==> src/rtl/mem_arb_pkg.sv <==
// Shared definitions for the memory arbiter: state encoding, default
// timing/geometry parameters and block/counter widths.
package mem_arb_pkg;

    typedef enum logic [1:0] {
        ST_IDLE    = 2'd0,
        ST_I_FILL  = 2'd1,
        ST_D_FILL  = 2'd2,
        ST_D_WRITE = 2'd3
    } state_t;

    typedef enum logic {
        GRANT_I = 1'b0,
        GRANT_D = 1'b1
    } owner_t;

    localparam int DEF_MEM_LATENCY     = 4;
    localparam int DEF_WORDS_PER_BLOCK = 8;
    localparam int BLOCK_OFFSET_W      = 4;   // byte offset inside a 16-byte block
    localparam int CNT_W               = 4;
    localparam int ADDR_W              = 16;
    localparam int DATA_W              = 16;

endpackage

==> src/rtl/mem_arbiter_if.sv <==
// Cache-side and memory-side signals of the arbiter; slave is the arbiter's
// view, master is the view of whatever drives the caches and the memory.
interface mem_arbiter_if;
    import mem_arb_pkg::*;

    logic              i_req;
    logic [ADDR_W-1:0] i_addr;
    logic              d_req;
    logic              d_we;
    logic [ADDR_W-1:0] d_addr;
    logic [DATA_W-1:0] d_wdata;
    logic [DATA_W-1:0] mem_rdata;
    logic              mem_data_valid;

    logic              mem_en;
    logic              mem_wr;
    logic [ADDR_W-1:0] mem_addr;
    logic [DATA_W-1:0] mem_wdata;
    logic              i_grant;
    logic              d_grant;
    logic              i_data_valid;
    logic              d_data_valid;
    logic [DATA_W-1:0] rdata;
    logic              i_done;
    logic              d_done;
    logic              busy;

    modport slave (
        input  i_req, i_addr, d_req, d_we, d_addr, d_wdata, mem_rdata, mem_data_valid,
        output mem_en, mem_wr, mem_addr, mem_wdata, i_grant, d_grant,
               i_data_valid, d_data_valid, rdata, i_done, d_done, busy
    );

    modport master (
        output i_req, i_addr, d_req, d_we, d_addr, d_wdata, mem_rdata, mem_data_valid,
        input  mem_en, mem_wr, mem_addr, mem_wdata, i_grant, d_grant,
               i_data_valid, d_data_valid, rdata, i_done, d_done, busy
    );

endinterface

==> src/rtl/block_word_counter.sv <==
// Word counter for one cache block: synchronous clear, count enable and a
// flag raised when the count equals TERMINAL.
module block_word_counter
    import mem_arb_pkg::*;
#(
    parameter int TERMINAL = DEF_WORDS_PER_BLOCK
) (
    input  logic             clk,
    input  logic             rst,
    input  logic             clr,
    input  logic             en,
    output logic [CNT_W-1:0] count,
    output logic             terminal
);

    // NOTE: clocked state uses non-blocking assignments so every register
    // samples pre-edge values regardless of process ordering.
    always_ff @(posedge clk) begin
        if (!rst || clr) begin
            count <= '0;
        end else if (en) begin
            count <= count + 1'b1;
        end
    end

    assign terminal = (count == CNT_W'(TERMINAL));

endmodule

==> src/rtl/mem_arbiter.sv <==
// Arbitrates I-cache block fills, D-cache block fills and D-cache single-word
// writes onto one memory port, one transaction at a time, alternating on ties.
module mem_arbiter
    import mem_arb_pkg::*;
#(
    parameter int MEM_LATENCY     = DEF_MEM_LATENCY,
    parameter int WORDS_PER_BLOCK = DEF_WORDS_PER_BLOCK
) (
    input logic          clk,
    input logic          rst,
    mem_arbiter_if.slave bus
);

    localparam int WORD_IDX_W = BLOCK_OFFSET_W - 1;

    if (MEM_LATENCY < 1 || 2 * WORDS_PER_BLOCK != 2 ** BLOCK_OFFSET_W) begin : g_param_check
        $error("mem_arbiter: block geometry or latency parameter out of range");
    end

    state_t                     state, state_nxt;
    owner_t                     last_grant;
    logic [ADDR_W-BLOCK_OFFSET_W-1:0] base;
    logic [ADDR_W-1:0]          wr_addr;
    logic [DATA_W-1:0]          wr_data;
    logic [CNT_W-1:0]           issue_cnt, ret_cnt;
    logic                       issue_end, ret_last;
    logic                       in_fill, issue_en, ret_en, fill_done;
    logic                       any_req, pick_d;
    logic                       unused_bits;

    assign in_fill   = (state == ST_I_FILL) || (state == ST_D_FILL);
    assign issue_en  = in_fill && !issue_end;
    assign ret_en    = in_fill && bus.mem_data_valid;
    assign fill_done = ret_en && ret_last;
    assign any_req   = bus.i_req || bus.d_req;
    // On a tie the side not granted last wins.
    assign pick_d    = (bus.i_req && bus.d_req) ? (last_grant == GRANT_I) : bus.d_req;

    block_word_counter #(.TERMINAL(WORDS_PER_BLOCK)) u_issue_cnt (
        .clk      (clk),
        .rst      (rst),
        .clr      (state == ST_IDLE),
        .en       (issue_en),
        .count    (issue_cnt),
        .terminal (issue_end)
    );

    block_word_counter #(.TERMINAL(WORDS_PER_BLOCK - 1)) u_ret_cnt (
        .clk      (clk),
        .rst      (rst),
        .clr      (state == ST_IDLE),
        .en       (ret_en),
        .count    (ret_cnt),
        .terminal (ret_last)
    );

    always_ff @(posedge clk) begin
        if (!rst) begin
            state      <= ST_IDLE;
            last_grant <= GRANT_I;
            base       <= '0;
            wr_addr    <= '0;
            wr_data    <= '0;
        end else begin
            state <= state_nxt;
            if (state == ST_IDLE && any_req) begin
                last_grant <= pick_d ? GRANT_D : GRANT_I;
                base       <= pick_d ? bus.d_addr[ADDR_W-1:BLOCK_OFFSET_W]
                                     : bus.i_addr[ADDR_W-1:BLOCK_OFFSET_W];
                if (pick_d) begin
                    wr_addr <= bus.d_addr;
                    wr_data <= bus.d_wdata;
                end
            end
        end
    end

    // NOTE: next state is defaulted before the case so no path leaves it
    // unassigned, which would otherwise infer a latch.
    always_comb begin
        state_nxt = state;
        case (state)
            ST_IDLE: begin
                if (any_req) begin
                    if (!pick_d)        state_nxt = ST_I_FILL;
                    else if (bus.d_we)  state_nxt = ST_D_WRITE;
                    else                state_nxt = ST_D_FILL;
                end
            end
            ST_I_FILL, ST_D_FILL: if (fill_done) state_nxt = ST_IDLE;
            ST_D_WRITE:           state_nxt = ST_IDLE;
            default:              state_nxt = ST_IDLE;
        endcase
    end

    always_comb begin
        bus.mem_en       = 1'b0;
        bus.mem_wr       = 1'b0;
        bus.mem_addr     = '0;
        bus.mem_wdata    = '0;
        bus.i_grant      = (state == ST_I_FILL);
        bus.d_grant      = (state == ST_D_FILL) || (state == ST_D_WRITE);
        bus.i_data_valid = bus.mem_data_valid && (state == ST_I_FILL);
        bus.d_data_valid = bus.mem_data_valid && (state == ST_D_FILL);
        bus.rdata        = bus.mem_rdata;
        bus.i_done       = fill_done && (state == ST_I_FILL);
        bus.d_done       = (fill_done && (state == ST_D_FILL)) || (state == ST_D_WRITE);
        bus.busy         = (state != ST_IDLE);
        if (issue_en) begin
            bus.mem_en   = 1'b1;
            bus.mem_addr = {base, issue_cnt[WORD_IDX_W-1:0], 1'b0};
        end else if (state == ST_D_WRITE) begin
            bus.mem_en    = 1'b1;
            bus.mem_wr    = 1'b1;
            bus.mem_addr  = wr_addr;
            bus.mem_wdata = wr_data;
        end
    end

    assign unused_bits = ^{bus.i_addr[BLOCK_OFFSET_W-1:0],
                           issue_cnt[CNT_W-1:WORD_IDX_W], ret_cnt};

endmodule

==> src/flat_wrapper.sv <==
// flat-port wrapper written by rule: the top's interface ports become plain ports
module mem_arbiter_flat import mem_arb_pkg::*;
#(
    parameter int MEM_LATENCY     = DEF_MEM_LATENCY,
    parameter int WORDS_PER_BLOCK = DEF_WORDS_PER_BLOCK
)
  (clk, rst, bus_i_req, bus_i_addr, bus_d_req, bus_d_we, bus_d_addr, bus_d_wdata, bus_mem_rdata, bus_mem_data_valid, bus_mem_en, bus_mem_wr, bus_mem_addr, bus_mem_wdata, bus_i_grant, bus_d_grant, bus_i_data_valid, bus_d_data_valid, bus_rdata, bus_i_done, bus_d_done, bus_busy);
  mem_arbiter_if bus_i ();
  input logic clk;
  input logic rst;
  input wire logic [$bits(bus_i.i_req)-1:0] bus_i_req;
  input wire logic [$bits(bus_i.i_addr)-1:0] bus_i_addr;
  input wire logic [$bits(bus_i.d_req)-1:0] bus_d_req;
  input wire logic [$bits(bus_i.d_we)-1:0] bus_d_we;
  input wire logic [$bits(bus_i.d_addr)-1:0] bus_d_addr;
  input wire logic [$bits(bus_i.d_wdata)-1:0] bus_d_wdata;
  input wire logic [$bits(bus_i.mem_rdata)-1:0] bus_mem_rdata;
  input wire logic [$bits(bus_i.mem_data_valid)-1:0] bus_mem_data_valid;
  output wire logic [$bits(bus_i.mem_en)-1:0] bus_mem_en;
  output wire logic [$bits(bus_i.mem_wr)-1:0] bus_mem_wr;
  output wire logic [$bits(bus_i.mem_addr)-1:0] bus_mem_addr;
  output wire logic [$bits(bus_i.mem_wdata)-1:0] bus_mem_wdata;
  output wire logic [$bits(bus_i.i_grant)-1:0] bus_i_grant;
  output wire logic [$bits(bus_i.d_grant)-1:0] bus_d_grant;
  output wire logic [$bits(bus_i.i_data_valid)-1:0] bus_i_data_valid;
  output wire logic [$bits(bus_i.d_data_valid)-1:0] bus_d_data_valid;
  output wire logic [$bits(bus_i.rdata)-1:0] bus_rdata;
  output wire logic [$bits(bus_i.i_done)-1:0] bus_i_done;
  output wire logic [$bits(bus_i.d_done)-1:0] bus_d_done;
  output wire logic [$bits(bus_i.busy)-1:0] bus_busy;
  assign bus_i.i_req = bus_i_req;
  assign bus_i.i_addr = bus_i_addr;
  assign bus_i.d_req = bus_d_req;
  assign bus_i.d_we = bus_d_we;
  assign bus_i.d_addr = bus_d_addr;
  assign bus_i.d_wdata = bus_d_wdata;
  assign bus_i.mem_rdata = bus_mem_rdata;
  assign bus_i.mem_data_valid = bus_mem_data_valid;
  assign bus_mem_en = bus_i.mem_en;
  assign bus_mem_wr = bus_i.mem_wr;
  assign bus_mem_addr = bus_i.mem_addr;
  assign bus_mem_wdata = bus_i.mem_wdata;
  assign bus_i_grant = bus_i.i_grant;
  assign bus_d_grant = bus_i.d_grant;
  assign bus_i_data_valid = bus_i.i_data_valid;
  assign bus_d_data_valid = bus_i.d_data_valid;
  assign bus_rdata = bus_i.rdata;
  assign bus_i_done = bus_i.i_done;
  assign bus_d_done = bus_i.d_done;
  assign bus_busy = bus_i.busy;
  mem_arbiter #(.MEM_LATENCY(MEM_LATENCY), .WORDS_PER_BLOCK(WORDS_PER_BLOCK)) u_core (.clk(clk), .rst(rst), .bus(bus_i));
endmodule
==> config.mk <==
export PLATFORM = sky130hd
export DESIGN_NAME = mem_arbiter_flat
export DESIGN_NICKNAME = d
export VERILOG_FILES = /design/src/rtl/mem_arb_pkg.sv /design/src/rtl/mem_arbiter_if.sv /design/src/rtl/block_word_counter.sv /design/src/rtl/mem_arbiter.sv /design/src/flat_wrapper.sv
export SDC_FILE = /design/constraint.sdc
export NUM_CORES = 1
export LEC_CHECK = 0
export ABC_CLOCK_PERIOD_IN_PS = 2000
export CAP_MARGIN = 25
export CORE_MARGIN = 1
export CORE_UTILIZATION = 33
export DETAILED_ROUTE_END_ITERATION = 10
export GPL_ROUTABILITY_DRIVEN = 0
export GPL_TIMING_DRIVEN = 0
export PLACE_DENSITY = 0.67
export SLEW_MARGIN = 15
export SYNTH_ARGS = -nofsm -noshare
export SYNTH_HDL_FRONTEND = slang
export SYNTH_SLANG_ARGS = --single-unit
==> constraint.sdc <==
create_clock -name clk -period 2 [get_ports clk]
set_input_delay 0.5 -clock clk [delete_from_list [all_inputs] [get_ports clk]]
set_output_delay 0.5 -clock clk [all_outputs]
set_load 0.02 [all_outputs]
; Word level (Yosys, flattened, before mapping)
; Cells that the tools add are included.
[word_totals]
reg_bits = 55
latch_bits = 0
mem_bits_rw = 0
romBits = 0
inputBits = 70
output_inout_bits = 57
elab_cells = 53
n_memories = 0
[op_classes]
add_sub_neg = 2
multipliers = 0
n_div = 0
n_lt_le_gt_ge = 0
n_eq_ne = 7
shifts = 0
mux = 15
bitwise = 1
n_reduce_logical = 21
[op_table]
columns = op, count
row1 = $mux 16, 4
row2 = $mux 12, 1
row3 = $logic_and 1x1->1, 9
row4 = $add 4x1->4 const B, 2
row5 = $mux 1, 6
row6 = $mux 2, 3
row7 = $pmux 2 s3, 1
row8 = $logic_or 1x1->1, 5
row9 = $eq 2x2->1 const B, 2
row10 = $eq 4x3->1 const B, 1
row11 = $eq 4x4->1 const B, 1
row12 = $ne 2x1->1 const B, 2
row13 = $reduce_and 2->1, 2
row14 = $eq 2x1->1 const B, 1
row15 = $logic_not 1->1, 2
row16 = $logic_not 2->1, 1
row17 = $reduce_bool 2->1, 1
row18 = $reduce_or 2->1, 1
row19 = $not 1->1, 1

; Depth between registers and ports, before layout
[depth]
word_depth = 6
mapped_depth = 7
depth_no_buf = 5

; By module
; Synthesis repeated with hierarchy kept, for this count alone.
[hier_totals]
cells_unflattened = 366
area_unflattened_um2 = 2866.5
[by_module_without_submodules]
columns = module, n_inst, cells_per_inst, area_per_inst_um2, seq_area_each_um2
row1 = mem_arbiter, 1, 326, 2466.1, 940.9
row2 = block_word_counter at u_core.u_issue_cnt, 1, 21, 211.5, 80.1
row3 = block_word_counter at u_core.u_ret_cnt, 1, 19, 188.9, 80.1

; Worst setup path after synthesis
; OpenSTA, ideal clock, no wires.
[synth_path]
kind = register -> output
startpoint = reg u_core.state[0]
endpoint = out bus_mem_addr[10]
arrival_time_ns = 1.712
required_time_ns = 1.500
setup_slack_ns = -0.212
path_stages_with_launch = 6
path_buffers = 2
path_cell_list = dfxtp_1 ha_1 clkbuf_1 clkbuf_1 nand2_1 o21ai_0
[synth_via]
elab_chain_len = 4
elab_cells_between_ends = 7
cone_classes = eq/ne (3) / mux (2) / reduce/logical (2)
[synth_rtl]
columns = element, line_no
row1 = "start, declared", mem_arbiter.sv:20  ; state_t state, state_nxt;
row2 = "start signal, assigned", mem_arbiter.sv:65  ; state <= state_nxt;
row3 = $eq 2x1->1 or $eq 2x2->1 (tied branches), mem_arbiter.sv:31  ; assign in_fill = (state == ST_I_FILL) || (state == ST_D_FILL);
row4 = $logic_or 1x1->1, mem_arbiter.sv:31
row5 = $logic_and 1x1->1, mem_arbiter.sv:32  ; assign issue_en = in_fill && !issue_end;
row6 = $mux 16 *, mem_arbiter.sv:109  ; if (issue_en) begin
row7 = "end, declared", flat_wrapper.sv:21  ; output wire logic [$bits(bus_i.mem_addr)-1:0] bus_mem_addr;
; Every way passes the cells marked *; elsewhere a longest branch is shown, timed or not.

; Worst setup path in the final report
[layout_path]
startpoint = reg u_core.state[1]
endpoint = out bus_mem_addr[11]
; The elaborated chain is that of the path after synthesis.

==> results.md <==
- Status: complete, but fails checks
- Failing checks: setup timing
- Largest net degree at the start of global routing: 19
- Final WS setup: -259 ps
- Hold_buf cts: 0
- Grt total ovfl: 0
- First-pass GRT wire length: 14500 um
- Detailed Routing Iterations Pass 1: 4
- Leak: 1.87 nW
- Switching Share: 41.2%
- Top-area cell type share of the netlist area: 38.1%
- Fin crit share: 113%
- Slew margin rel.: 66.1%
- Clk Latency, worst-skew pair: 320 ps
- Finished Cell Area: 0.00457 mm^2
- WL/cell: 15.9 um
- Initial core utilization: 34.6%
- CP Launch Type: flop
- Clk pwr share: 15.0%
- Psw: 2.12 mW
- Synth Net Count: 431
- DRC errors left: 0
- Comb pwr share: 56.9%
- Slowest stage delay, CP: 390 ps
- CTS Sinks: 55
- Final Hold Fails: 0
- Die ar.: 0.00913 mm^2
- Hold Worst Slack: 481 ps
- Final slew viol count: 0
- P_int: 3.02 mW
- Min-delay worst type: flop to flop
- Area leader, netlist: dfxtp_1
- Number of global-route vias before repair: 2925
- Most used cell along the critical path: inv_4
- Req. time, crit path: 1500 ps
- Peak VDD IR: 411 uV
- Sequential power share: 28.1%
- DPL Wire Length: 6400 um
- Pwr dens: 1130 mW/mm^2
- Worst hold stages: 2
- Post-DP Area: 0.00412 mm^2
- Drt via density: 5.27
- Initial antenna violation count: 0
- Cells after DPL: 563
- Overall Global Routing Usage: 20.5%
- Worst Path Max Fanout: 6
- Nets: 565
- Total core area: 0.00834 mm^2
- Drt initial violations: 115
- F_max: 0.443 GHz
- Finished Core Util: 54.8%
- Worst reg2reg path depth: 7
- Diodes inserted: 0
- RSZ-0062 raised after global routing: yes
- Fraction of layout cells with a size suffix above 1: 28.5%
- Max cap viols: 0
- Most frequent cells in the layout: clkdlybuf4s50_1 (63), nand3_1 (51), dfxtp_1 (51), a21boi_0 (42), buf_4 (40)
- Synth cell types: 35
- Cell area after synthesis: 0.00289 mm^2
- Syn Inst Count: 353
- Fin cells: 593
- CTS clk-pin slew, worst paths: 110 ps
- Clk root buf: clkbuf_8
- Final setup fails: 34
- Synth Register Bits: 55
- Crit. End Element: output port
- Sequential element share of the synthesized area: 38.1%
- Crit path time final: 2260 ps
- YS warnings: 0
- Measured slew at the worst slew-check pin: 508 ps
- Layout Area Growth over Synthesis: 58.3%
- Longest Clk Path Bufs: 2
- Crit-path cells: inv_4, ha_4, inv_4, nor2_4, clkbuf_16, o21ai_4, buf_6
- Crit path max-delay cell type: dfxtp_4
- CTS tree: yes
- Port bufs: 105
- Avg Inst Size Synth: 8.18 um^2
- Die Span Y: 95.5 um
- Crit Path Category: flop to output port
- Final ANT Viol Nets: 0
- Chip width: 95.5 um
- Commonest non-fill, non-tap cell in the layout: clkdlybuf4s50_1
- Vias: 3124
- Clock Skews: 10.4 ps
- Top cells by area, synth: dfxtp_1 (38%), a21boi_0 (11%), nand3_1 (9.0%)
- TritonCTS buffer count: 5
- Arr. time, crit path: 1760 ps
- Wirelength, routed: 9440 um
- Io pins: 127
- H-tree depth: 2
- Num rows: 33
==> per-stage QoR <==
step                      power [mW]  TNS [ps]  setup WS [ps]
after global placement          3.48    -25330           -784
after floorplan                 2.74      -129          -64.7
final                           5.14     -5990           -259
after CTS                       4.88     -5320           -205
after detailed placement        3.52    -25460           -798
after global routing            5.43     -7850           -310
==> registers in the layout, summed over array words and instances, names as in the netlist <==
| name | cells |
|---|---|
| u_core.base | 12 |
| u_core.last_grant | 1 |
| u_core.state | 2 |
| u_core.u_issue_cnt.count | 4 |
| u_core.u_ret_cnt.count | 4 |
| u_core.wr_addr | 16 |
| u_core.wr_data | 16 |
==> per-layer routing <==
layer	wire length (um)	GRT usage (%)	up-vias
li1	-	-	1514
met1	4110	27.1	1489
met2	4580	33.8	104
met3	558	3.59	17
met4	189	6.22	0
met5	0	0	-
==> Yosys cell counts (all sizes together) <==
cell / count
and3b: 1
o22ai: 1
o21ai: 52
nand3: 52
clkbuf: 20
a21bo: 1
dfxtp: 55
a32oi: 12
a21o: 1
inv: 8
nand3b: 2
nor2b: 1
and2: 5
xor2: 3
nor2: 6
o211ai: 1
mux2i: 2
nand2b: 2
a21oi: 5
buf: 26
ha: 8
or3: 1
nand4: 1
or2: 1
nand2: 22
or4: 1
a21boi: 45
a221oi: 1
and3: 17
==> layout make-up <==
class                           count  area, um^2
Buffer                             46         335
Clock buffer                        5        68.8
Clock inverter                      3        46.3
Fill cell                         785        3770
Inverter                            8        42.5
Multi-Input combinational cell    244        1690
Sequential cell                    55        1110
Tap cell                          105         131
Timing Repair Buffer              127        1140
==> kinds of logic after synthesis <==
| family | Yosys count | share of synthesized area, % |
|---|---|---|
| xor+xnor | 3 | 0.910 |
| flops | 55 | 38.1 |
| mux | 2 | 0.694 |
| simple gates | 112 | 20.2 |
| fa+ha+maj | 8 | 3.47 |
| buf+inv | 54 | 9.58 |
| compound gates | 119 | 27.0 |
==> worst max-delay path, delay by kind of cell, from the launching register on <==
kind | cells | cell delay, ps
compound gates | 1 | 60
simple gates | 1 | 210
buf+inv | 4 | 440
flops | 1 | 390
fa+ha+maj | 1 | 320
==> final timing paths <==
kind	startpoint	endpoint	slack (ps)
max	u_core.state[1]$_SDFFE_PN0P_	bus_mem_addr[11]	-260
min	u_core.wr_data[15]$_SDFFE_PN0P_	u_core.wr_data[15]$_SDFFE_PN0P_	480
max reg2reg	u_core.state[1]$_SDFFE_PN0P_	u_core.u_issue_cnt.count[2]$_SDFFE_PP0P_	250
min reg2reg	u_core.wr_data[15]$_SDFFE_PN0P_	u_core.wr_data[15]$_SDFFE_PN0P_	480
==> power groups by stage <==
stage / logic [mW] / registers [mW] / clock network (mW)
finish: 2.92 / 1.44 / 0.773
global route: 3.15 / 1.46 / 0.817
floorplan: 1.32 / 1.42 / 0
detailed placement: 2.07 / 1.45 / 0
CTS: 2.68 / 1.42 / 0.770
global placement: 2.04 / 1.44 / 0
==> what timing repair did <==
item / in CTS / in global routing
buffers inserted: 17 / 4
pin swaps: 11 / 9
cloned: 1 / 0
resized for setup: 243 / 24
endpoints found under the setup margin: 41 / 40
No activity file was read; power rests on OpenSTA's default activity.
